### src/rtl/debounce_multi.sv
// Multi-channel button/sensor debouncer: 2-FF synchroniser, stability window, press/release pulses.
// Optional hold auto-repeat is built when DEBOUNCE_REPEAT_EN is defined.
module debounce_multi #(
    parameter int unsigned N_CH          = 2,
    parameter int unsigned STABLE_CYCLES = 4,
    parameter bit          IDLE_LEVEL    = 1'b0,
    parameter int unsigned REPEAT_DELAY  = 500,
    parameter int unsigned REPEAT_PERIOD = 100
) (
    input  logic            clk,
    input  logic            rst,
    input  logic [N_CH-1:0] btn_in,
    output logic [N_CH-1:0] btn_level,
    output logic [N_CH-1:0] btn_press,
    output logic [N_CH-1:0] btn_release,
    output logic [N_CH-1:0] btn_rep
);

    localparam int unsigned    CntW    = $clog2(STABLE_CYCLES + 1);
    localparam logic [CntW-1:0] CntLast = CntW'(STABLE_CYCLES - 1);
    localparam logic [N_CH-1:0] IdleVec = {N_CH{IDLE_LEVEL}};

    if (STABLE_CYCLES < 1 || REPEAT_DELAY < 1 || REPEAT_PERIOD < 1) begin : g_param_err
        $error("debounce_multi: STABLE_CYCLES, REPEAT_DELAY and REPEAT_PERIOD must be >= 1");
    end

    logic [N_CH-1:0] s1_q, s2_q;
    logic [N_CH-1:0] level_q, level_d;
    logic [N_CH-1:0] press_q, press_d;
    logic [N_CH-1:0] release_q, release_d;
    logic [CntW-1:0] cnt_q [N_CH];
    logic [CntW-1:0] cnt_d [N_CH];

    // Any cycle where the synchronised input agrees with the level restarts the window.
    always_comb begin
        level_d   = level_q;
        press_d   = '0;
        release_d = '0;
        for (int i = 0; i < int'(N_CH); i++) begin
            cnt_d[i] = '0;
            if (s2_q[i] != level_q[i]) begin
                if (cnt_q[i] == CntLast) begin
                    level_d[i]   = s2_q[i];
                    press_d[i]   = (s2_q[i] != IDLE_LEVEL);
                    release_d[i] = (s2_q[i] == IDLE_LEVEL);
                end else begin
                    cnt_d[i] = cnt_q[i] + 1'b1;
                end
            end
        end
    end

    always_ff @(posedge clk) begin
        if (rst) begin
            s1_q      <= IdleVec;
            s2_q      <= IdleVec;
            level_q   <= IdleVec;
            press_q   <= '0;
            release_q <= '0;
            for (int i = 0; i < int'(N_CH); i++) begin
                cnt_q[i] <= '0;
            end
        end else begin
            s1_q      <= btn_in;
            s2_q      <= s1_q;
            level_q   <= level_d;
            press_q   <= press_d;
            release_q <= release_d;
            for (int i = 0; i < int'(N_CH); i++) begin
                cnt_q[i] <= cnt_d[i];
            end
        end
    end

    assign btn_level   = level_q;
    assign btn_press   = press_q;
    assign btn_release = release_q;

`ifdef DEBOUNCE_REPEAT_EN
    localparam int unsigned HoldMax =
        (REPEAT_DELAY > REPEAT_PERIOD) ? REPEAT_DELAY : REPEAT_PERIOD;
    localparam int unsigned     HoldW      = $clog2(HoldMax + 1);
    localparam logic [HoldW-1:0] HoldLast   = HoldW'(REPEAT_DELAY - 1);
    localparam logic [HoldW-1:0] HoldReload = HoldW'(REPEAT_DELAY - REPEAT_PERIOD);

    logic [HoldW-1:0] hold_q [N_CH];
    logic [HoldW-1:0] hold_d [N_CH];
    logic [N_CH-1:0]  rep_q, rep_d;

    // Press/release edges clear the hold count; a repeat due on the release edge is dropped.
    always_comb begin
        rep_d = '0;
        for (int i = 0; i < int'(N_CH); i++) begin
            hold_d[i] = hold_q[i];
            if (press_d[i] || release_d[i]) begin
                hold_d[i] = '0;
            end else if (level_q[i] != IDLE_LEVEL) begin
                if (hold_q[i] == HoldLast) begin
                    rep_d[i]  = 1'b1;
                    hold_d[i] = HoldReload;
                end else begin
                    hold_d[i] = hold_q[i] + 1'b1;
                end
            end
        end
    end

    always_ff @(posedge clk) begin
        if (rst) begin
            rep_q <= '0;
            for (int i = 0; i < int'(N_CH); i++) begin
                hold_q[i] <= '0;
            end
        end else begin
            rep_q <= rep_d;
            for (int i = 0; i < int'(N_CH); i++) begin
                hold_q[i] <= hold_d[i];
            end
        end
    end

    assign btn_rep = rep_q;
`else
    assign btn_rep = '0;
`endif

endmodule
### config.mk
export PLATFORM = sky130hd
export DESIGN_NAME = debounce_multi
export DESIGN_NICKNAME = d
export VERILOG_FILES = /design/src/rtl/debounce_multi.sv
export SDC_FILE = /design/constraint.sdc
export NUM_CORES = 1
export LEC_CHECK = 0
export BUFFER_PORTS_ARGS = -buffer_cell sky130_fd_sc_hd__buf_4
export CORE_UTILIZATION = 44
export CTS_CLUSTER_DIAMETER = 200
export DETAILED_ROUTE_END_ITERATION = 10
export GPL_TIMING_DRIVEN = 1
export PLACE_DENSITY = 0.67
export SLEW_MARGIN = 40
export SYNTH_ARGS = -nofsm -noshare
export SYNTH_HDL_FRONTEND = slang
export SYNTH_SLANG_ARGS = --single-unit
### constraint.sdc
create_clock -name clk -period 1.08 [get_ports clk]
set_input_delay 0.108 -clock clk [delete_from_list [all_inputs] [get_ports clk]]
set_output_delay 0.108 -clock clk [all_outputs]
set_load 0.01 [all_outputs]
# Yosys cells after proc, flatten, opt, wreduce, memory -nomap -nowiden
# Memories as Yosys holds them, arrays and structs flattened.
# Cells that the tools add are included.
dict set report classes {
  n_addsub 2
  n_mul 0
  n_div 0
  n_lt_le_gt_ge 0
  n_eq_ne 4
  shift 0
  muxes 9
  bitwise 8
  reduce_logical 4
}
# operator n
set op_table {}
lappend op_table {{2-to-1 mux 3 bit} 6}
lappend op_table {{adder 3 x 1 -> 3 bit (second input constant)} 2}
lappend op_table {{== test 3 x 2 -> 1 bit (second input constant)} 2}
lappend op_table {{NOT 1 bit} 6}
lappend op_table {{OR reduction 3 bit} 2}
lappend op_table {{AND reduction 2 bit} 2}
lappend op_table {{2-to-1 mux 1 bit} 3}
lappend op_table {{!= test 1 bit} 2}
lappend op_table {{bitwise OR 1 bit} 2}
dict set report totals {
  reg_bits 10
  latch_bits 0
  ram_bits 6
  mem_bits_ro 0
  in_bits 4
  word_cells 36
  mem_count 1
}
# name depth width rd rd_clocked_by_memory_dff wr line_no
set memory_table {}
lappend memory_table {cnt_q 2 3 2 0 2 31} ;# logic [CntW-1:0] cnt_q [N_CH];

# Longest topological paths before layout
# Gate-level depths: netlist of run 1.
# An unclocked memory read counts as a cell.
dict set report depth {
  ltp_word 5
  depth_mapped 4
}

# Worst setup path after synthesis of run 1
# OpenSTA, ideal clock, no wires.
dict set report synth_timing {
  path_kind {register to register}
  startpoint {memory cnt_q[0][0] (netlist name)}
  endpoint {register release_q[0] (netlist: btn_release[0])}
  setup_time_ps 117
  t_arrival_ps 958
  t_required_ps 963
  slack_ps 4
  stages_incl_launch_ff 4
  n_path_buf 0
  synth_period_minus_slack_ps 1076
  path_cell_list {dfxtp_1 > ha_1 > ha_1 > and4bb_2}
}
# item line_no
set synth_rtl {}
lappend synth_rtl {{start: declaration} 31}
lappend synth_rtl {{end signal: assignment} 68} ;# release_q <= release_d;
lappend synth_rtl {{end: declaration} 30} ;# logic [N_CH-1:0] release_q, release_d;

==> results.py, run 1 <==
metrics = {
    "sta": {
        "period_minus_slack_ns": 1.05,
        "clock_skew_ns": 0.000554,
        "setup_viol": 0,
        "fin_ws_ns": 0.0336,
        "fmax_ghz": 0.956,
        "rsz0062_at_grt": "yes",
        "fin_crit_sh": 0.969,
        "hold_viol_final": 0,
        "whs_ns": 0.0325,
        "tns_ns": 0,
        "final_max_slew_viol_count": 0,
    },
    "drt": {
        "ant_nets": 0,
        "drt-vias-per-instance": 5.00,
        "dr.first_iter.drc_count": 1,
        "drc": 0,
        "vias": 360,
        "wirelength_um": 847,
        "dr.pass1.iters": 2,
        "routedWlPerCell_um": 11.8,
    },
    "cts": {
        "clk_pin_slew_ns": 0.08,
        "clk_path_buf_depth": 2,
        "cts_tree": "yes",
        "postCtsHoldBufs": 0,
        "htree_levels": 1,
        "clkLatencyLatePin_ns": 0.27,
        "cts.sinks": 16,
        "numCtsBuffers": 3,
        "cts-root-buf": "clkbuf_4",
    },
    "power": {
        "p_leak_nw": 0.291,
        "pwr_density_cell_nw_per_um2": 1270,
        "vdd_ir_drop_max_mv": 0.865,
    },
    "synthesis": {
        "synth_fa_ha_area_frac": 0.0847,
        "ys_types": 13,
        "synth_xor_xnor_area_share": 0.0297,
        "syn-cell-area_um2": 591,
        "syn_avg_cell_area_um2": 12.8,
        "synth_top_family_by_area": "simple AND/OR/NAND/NOR gates",
        "yosys_warnings": 0,
        "synth-seq-cells": 16,
        "netlist_instances": 46,
        "yosysTopAreaCellShare": 0.542,
        "ys_seq_area_frac": 0.542,
        "synth_mux_area_frac": 0.0339,
        "yosys.area_share.simple": 0.252,
        "synth_compound_area_frac": 0,
        "synth_area_leaders": "dfxtp_1 54%, and4bb_2 8.5%, ha_1 8.5%, and2b_1 5.1%, nor4b_2 5.1%",
        "synth_area_leader_cell": "dfxtp_1",
    },
    "critical_path": {
        "crit_chain": "ha_2 -> ha_4 -> nor4_2",
        "ff2ff_path_depth": 3,
        "r2r_slack_ns": 0.03,
        "cp_max_fo": 2,
        "cpMaxStageDelayCell": "dfxtp_2",
        "startpoint": "cnt_q[0][0]",
        "worst-endpoint-arrival_ns": 1.24,
        "crit_required_ns": 1.27,
        "end_kind": "register",
        "startpoint_type": "register",
        "slowest_delay_ns": 0.33,
        "path_class": "reg -> reg",
        "r2r_end": "cnt_q[0][2]",
        "reg2reg_from": "cnt_q[0][0]",
    },
    "grt": {
        "globalRoute.busiestLayer": "met2",
        "grt_pass1_wl_um": 1320,
        "grtUsageMet1": 0.124,
        "grt_max_degree": 17,
        "grt_pass1_vias": 343,
        "grtUsageTotal": 0.138,
        "met2_usage": 0.258,
        "overflow": 0,
        "antenna_found_initial": 0,
        "met3_usage": 0.0347,
    },
    "final_layout": {
        "drive_above_1_share": 0.483,
        "syn_to_final_growth_pct": 24.2,
        "post-route-util": 0.626,
        "fillCellCount": 92,
        "fin_cells": 72,
        "diodes": 0,
        "nNetsFinal": 68,
    },
    "placement": {
        "hpwlAfterDp_um": 628,
        "dp.cells": 68,
        "portBuffers": 9,
        "place_congestion": 0.622,
        "dp_slack_ns": -0.0837,
    },
    "floorplanning": {
        "rows": 12,
        "start_util": 0.504,
        "fp.dieH_um": 38.6,
        "dieArea_um2": 1490,
        "core_area_um2": 1170,
        "die_w_um": 38.6,
        "pin_count": 12,
    },
    "min_path": {
        "min_delay_worst_endpoint": "s1_q[0]",
        "hold_depth": 2,
        "min_path_type": "in -> reg",
        "min_from": "btn_in[0]",
    },
    "run_status": {
        "status": "finished clean",
    },
    "job": {
        "drv_cap": 0,
    },
}
## worst max-delay path by stage
stage                           to  slack [ns]  cells past startpoint
floorplan           btn_release[0]       0.004                      3
global placement    btn_release[0]       -0.01                      3
detailed placement     cnt_q[0][1]       -0.08                      3
CTS                    cnt_q[0][2]       0.009                      3
global route           cnt_q[0][5]      -0.003                      3
finish                 cnt_q[0][2]        0.03                      3
## cell type report
class | count | area, um2 | area share
inverters | 2 | 7.51 | 0.0102
multi-input cells | 26 | 280 | 0.382
flip-flops and latches | 16 | 323 | 0.440
clock buffers | 3 | 22.5 | 0.0307
well taps | 14 | 17.5 | 0.0239
repair buffers | 11 | 82.6 | 0.113
## worst max-delay path, delay by kind of cell, from the launching register on
| kind | cells | cell delay [ns] |
|---|---|---|
| adders and majority gates | 2 | 0.40 |
| DFF | 1 | 0.33 |
| and+or+nand+nor | 1 | 0.25 |
## report_power, final
part | total [mW] | switching [mW] | internal (mW) | leakage [nW]
registers | 0.604 | 0.00537 | 0.599 | 0.131
clock network | 0.290 | 0.161 | 0.129 | 0.0138
logic | 0.0394 | 0.0185 | 0.0209 | 0.146
total | 0.934 | 0.185 | 0.749 | 0.291
## cell families after synthesis
logic type / after synthesis
multiplexers: 2
other: 1
AND/OR/NAND/NOR: 16
flip-flops: 16
XOR/XNOR: 2
buffers and inverters: 5
adder cells (fa/ha/maj): 4
## through the flow
stage / instance area [um2] / total power [mW]
detailed placement: 664 / 0.655
global route: 733 / 0.982
floorplan: 594 / 0.647
finish: 733 / 0.934
CTS: 723 / 0.945
global placement: 664 / 0.652
## sequential cells by signal, indices dropped and copies added, names as in the netlist
| register | cells |
|---|---|
| btn_level | 2 |
| btn_press | 2 |
| btn_release | 2 |
| cnt_q | 6 |
| s1_q | 2 |
| s2_q | 2 |
## cell usage after synthesis
library cell,count
nor2_1,2
nor4b_2,2
inv_1,2
and2b_1,4
and4bb_2,4
conb_1,1
xnor2_1,2
nor4_1,3
dfxtp_1,16
nor4_2,1
mux2i_1,2
buf_4,3
ha_1,4
## metal layers
metal	up-vias	wire [um]
met5	-	0
met4	0	4
met3	2	23
met2	8	480
met1	169	338
li1	181	-
## layout by cell type (no fill, tap or decap)
master     n
dfxtp_1   14
buf_4     11
and2b_1    4
and4bb_2   4
clkbuf_4   3
inv_1      2
xnor2_1    2
nor4_1     2
nor4_2     2
nor4b_2    2
mux2i_1    2
nor2_1     2
ha_4       2
ha_2       2
conb_1     2
dfxtp_2    2
## timing repair
action,CTS,global route
buffers inserted,0,1
gates resized for setup,7,2
setup endpoints to repair,12,7
No activity file was read; power rests on OpenSTA's default activity.
==> run 2: changes to the inputs <==
- CELL_PAD_IN_SITES_DETAIL_PLACEMENT: default -> 0
- CELL_PAD_IN_SITES_GLOBAL_PLACEMENT: default -> 1
- CORE_UTILIZATION: 44 -> 36
- PLACE_DENSITY: 0.67 -> 0.68
- SKIP_CTS_REPAIR_TIMING: default -> 1
==> results.py, run 2 (same netlist as run 1, synthesis figures left out) <==
metrics = {
    "floorplanning": {
        "core_area_um2": 1520,
        "start_util": 0.388,
        "rows": 14,
        "pin_count": 12,
        "fp.dieH_um": 42.5,
        "dieArea_um2": 1810,
        "die_w_um": 42.5,
    },
    "sta": {
        "fin_ws_ns": 0.0342,
        "setup_viol": 0,
        "whs_ns": 0.0290,
        "final_max_slew_viol_count": 0,
        "clock_skew_ns": 0.00476,
        "fin_crit_sh": 0.968,
        "hold_viol_final": 0,
        "period_minus_slack_ns": 1.05,
        "fmax_ghz": 0.956,
    },
    "final_layout": {
        "largest_reg_flops": 6,
        "register_area_um2": 322,
        "mostFrequentLayoutCells": "15 x dfxtp_1, 11 x buf_4, 4 x and2b_1, 4 x and4bb_2",
        "final_common_cell": "dfxtp_1",
        "nNetsFinal": 68,
        "drive_above_1_share": 0.492,
        "syn_to_final_growth_pct": 27.8,
        "multi_input_area_um2": 287,
        "fin_cells": 75,
        "top_register": "cnt_q",
        "fillCellCount": 131,
        "diodes": 0,
        "post-route-util": 0.495,
    },
    "placement": {
        "portBuffers": 9,
        "dp.cells": 71,
        "place_congestion": 0.654,
        "hpwlAfterDp_um": 518,
        "dp_slack_ns": -0.0511,
    },
    "min_path": {
        "hold_depth": 2,
        "min_path_type": "in -> reg",
    },
    "critical_path": {
        "path_class": "reg -> reg",
        "slowest_delay_ns": 0.35,
        "cp_max_fo": 2,
        "startpoint_type": "register",
        "crit_required_ns": 1.28,
        "worst-endpoint-arrival_ns": 1.24,
        "cpMaxStageDelayCell": "dfxtp_1",
        "ff2ff_path_depth": 3,
        "crit_chain": "ha_2 -> ha_4 -> nor4_2",
        "end_kind": "register",
    },
    "grt": {
        "grt_max_degree": 17,
        "overflow": 0,
        "grtUsageTotal": 0.0859,
        "grt_pass1_vias": 285,
        "grt_pass1_wl_um": 1160,
        "antenna_found_initial": 0,
    },
    "cts": {
        "cts_tree": "yes",
        "htree_levels": 1,
        "clkLatencyLatePin_ns": 0.28,
        "clk_path_buf_depth": 2,
        "numCtsBuffers": 3,
        "cts.sinks": 16,
        "clk_pin_slew_ns": 0.09,
        "cts-root-buf": "clkbuf_4",
    },
    "drt": {
        "dr.first_iter.drc_count": 1,
        "drc": 0,
        "routedWlPerCell_um": 10.1,
        "ant_nets": 0,
        "wirelength_um": 761,
        "vias": 355,
        "dr.pass1.iters": 2,
        "drt-vias-per-instance": 4.73,
    },
    "power": {
        "pwr_density_cell_nw_per_um2": 1360,
        "vdd_ir_drop_max_mv": 0.825,
        "p_leak_nw": 0.298,
    },
    "job": {
        "drv_cap": 0,
    },
    "run_status": {
        "status": "finished clean",
    },
}
[run 2: changes by cell type in the layout (fill, tap and decap cells not counted)]
cell / before / now
dfxtp_1: 14 / 15
dfxtp_2: 2 / 1
clkbuf_8: 0 / 1
nor4_1: 2 / 1
nor4_2: 2 / 3
[run 2: layer usage]
| layer | GRT usage | part of all wire | vias up |
|---|---|---|---|
| li1 | - | - | 182 |
| met1 | 0.122 | 0.53 | 165 |
| met2 | 0.111 | 0.42 | 6 |
| met3 | 0.0259 | 0.037 | 2 |
| met4 | 0.0563 | 0.013 | 0 |
| met5 | 0 | 0 | - |
[run 2: path summary, 6_finish.rpt]
| kind | start | endpoint | slack (ns) |
|---|---|---|---|
| setup reg to reg | cnt_q[0][3] | cnt_q[0][5] | 0.03 |
| hold / removal | btn_in[1] | s1_q[1] | 0.03 |
| setup / recovery | cnt_q[0][3] | cnt_q[0][5] | 0.03 |
| hold reg to reg | s1_q[0] | s2_q[0] | 0.44 |
[run 2: per-stage QoR]
step,power [mW],area [um2],setup TNS [ns]
floorplan,0.647,594,0
global placement,0.656,674,-0.327
detailed placement,0.656,674,-0.366
CTS,1.04,711,-0.594
global route,1.07,754,-0.00752
finish,1.03,754,0
[run 2: where the power goes]
group          total, mW  internal, mW  switching, mW
logic             0.0395        0.0207         0.0188
registers          0.604         0.599        0.00469
clock network      0.384         0.205          0.179
[run 2: area by class of cell]
type,count,area share
multi-input cells,26,0.380
inverters,2,0.00995
well taps,16,0.0265
repair buffers,11,0.109
clock buffers,4,0.0481
flip-flops and latches,16,0.426
[run 2: critical path: cells and delay by family (launching register included)]
family | cells | cell delay [ns]
flip-flops | 1 | 0.35
AND/OR/NAND/NOR | 1 | 0.23
adder cells (fa/ha/maj) | 2 | 0.39
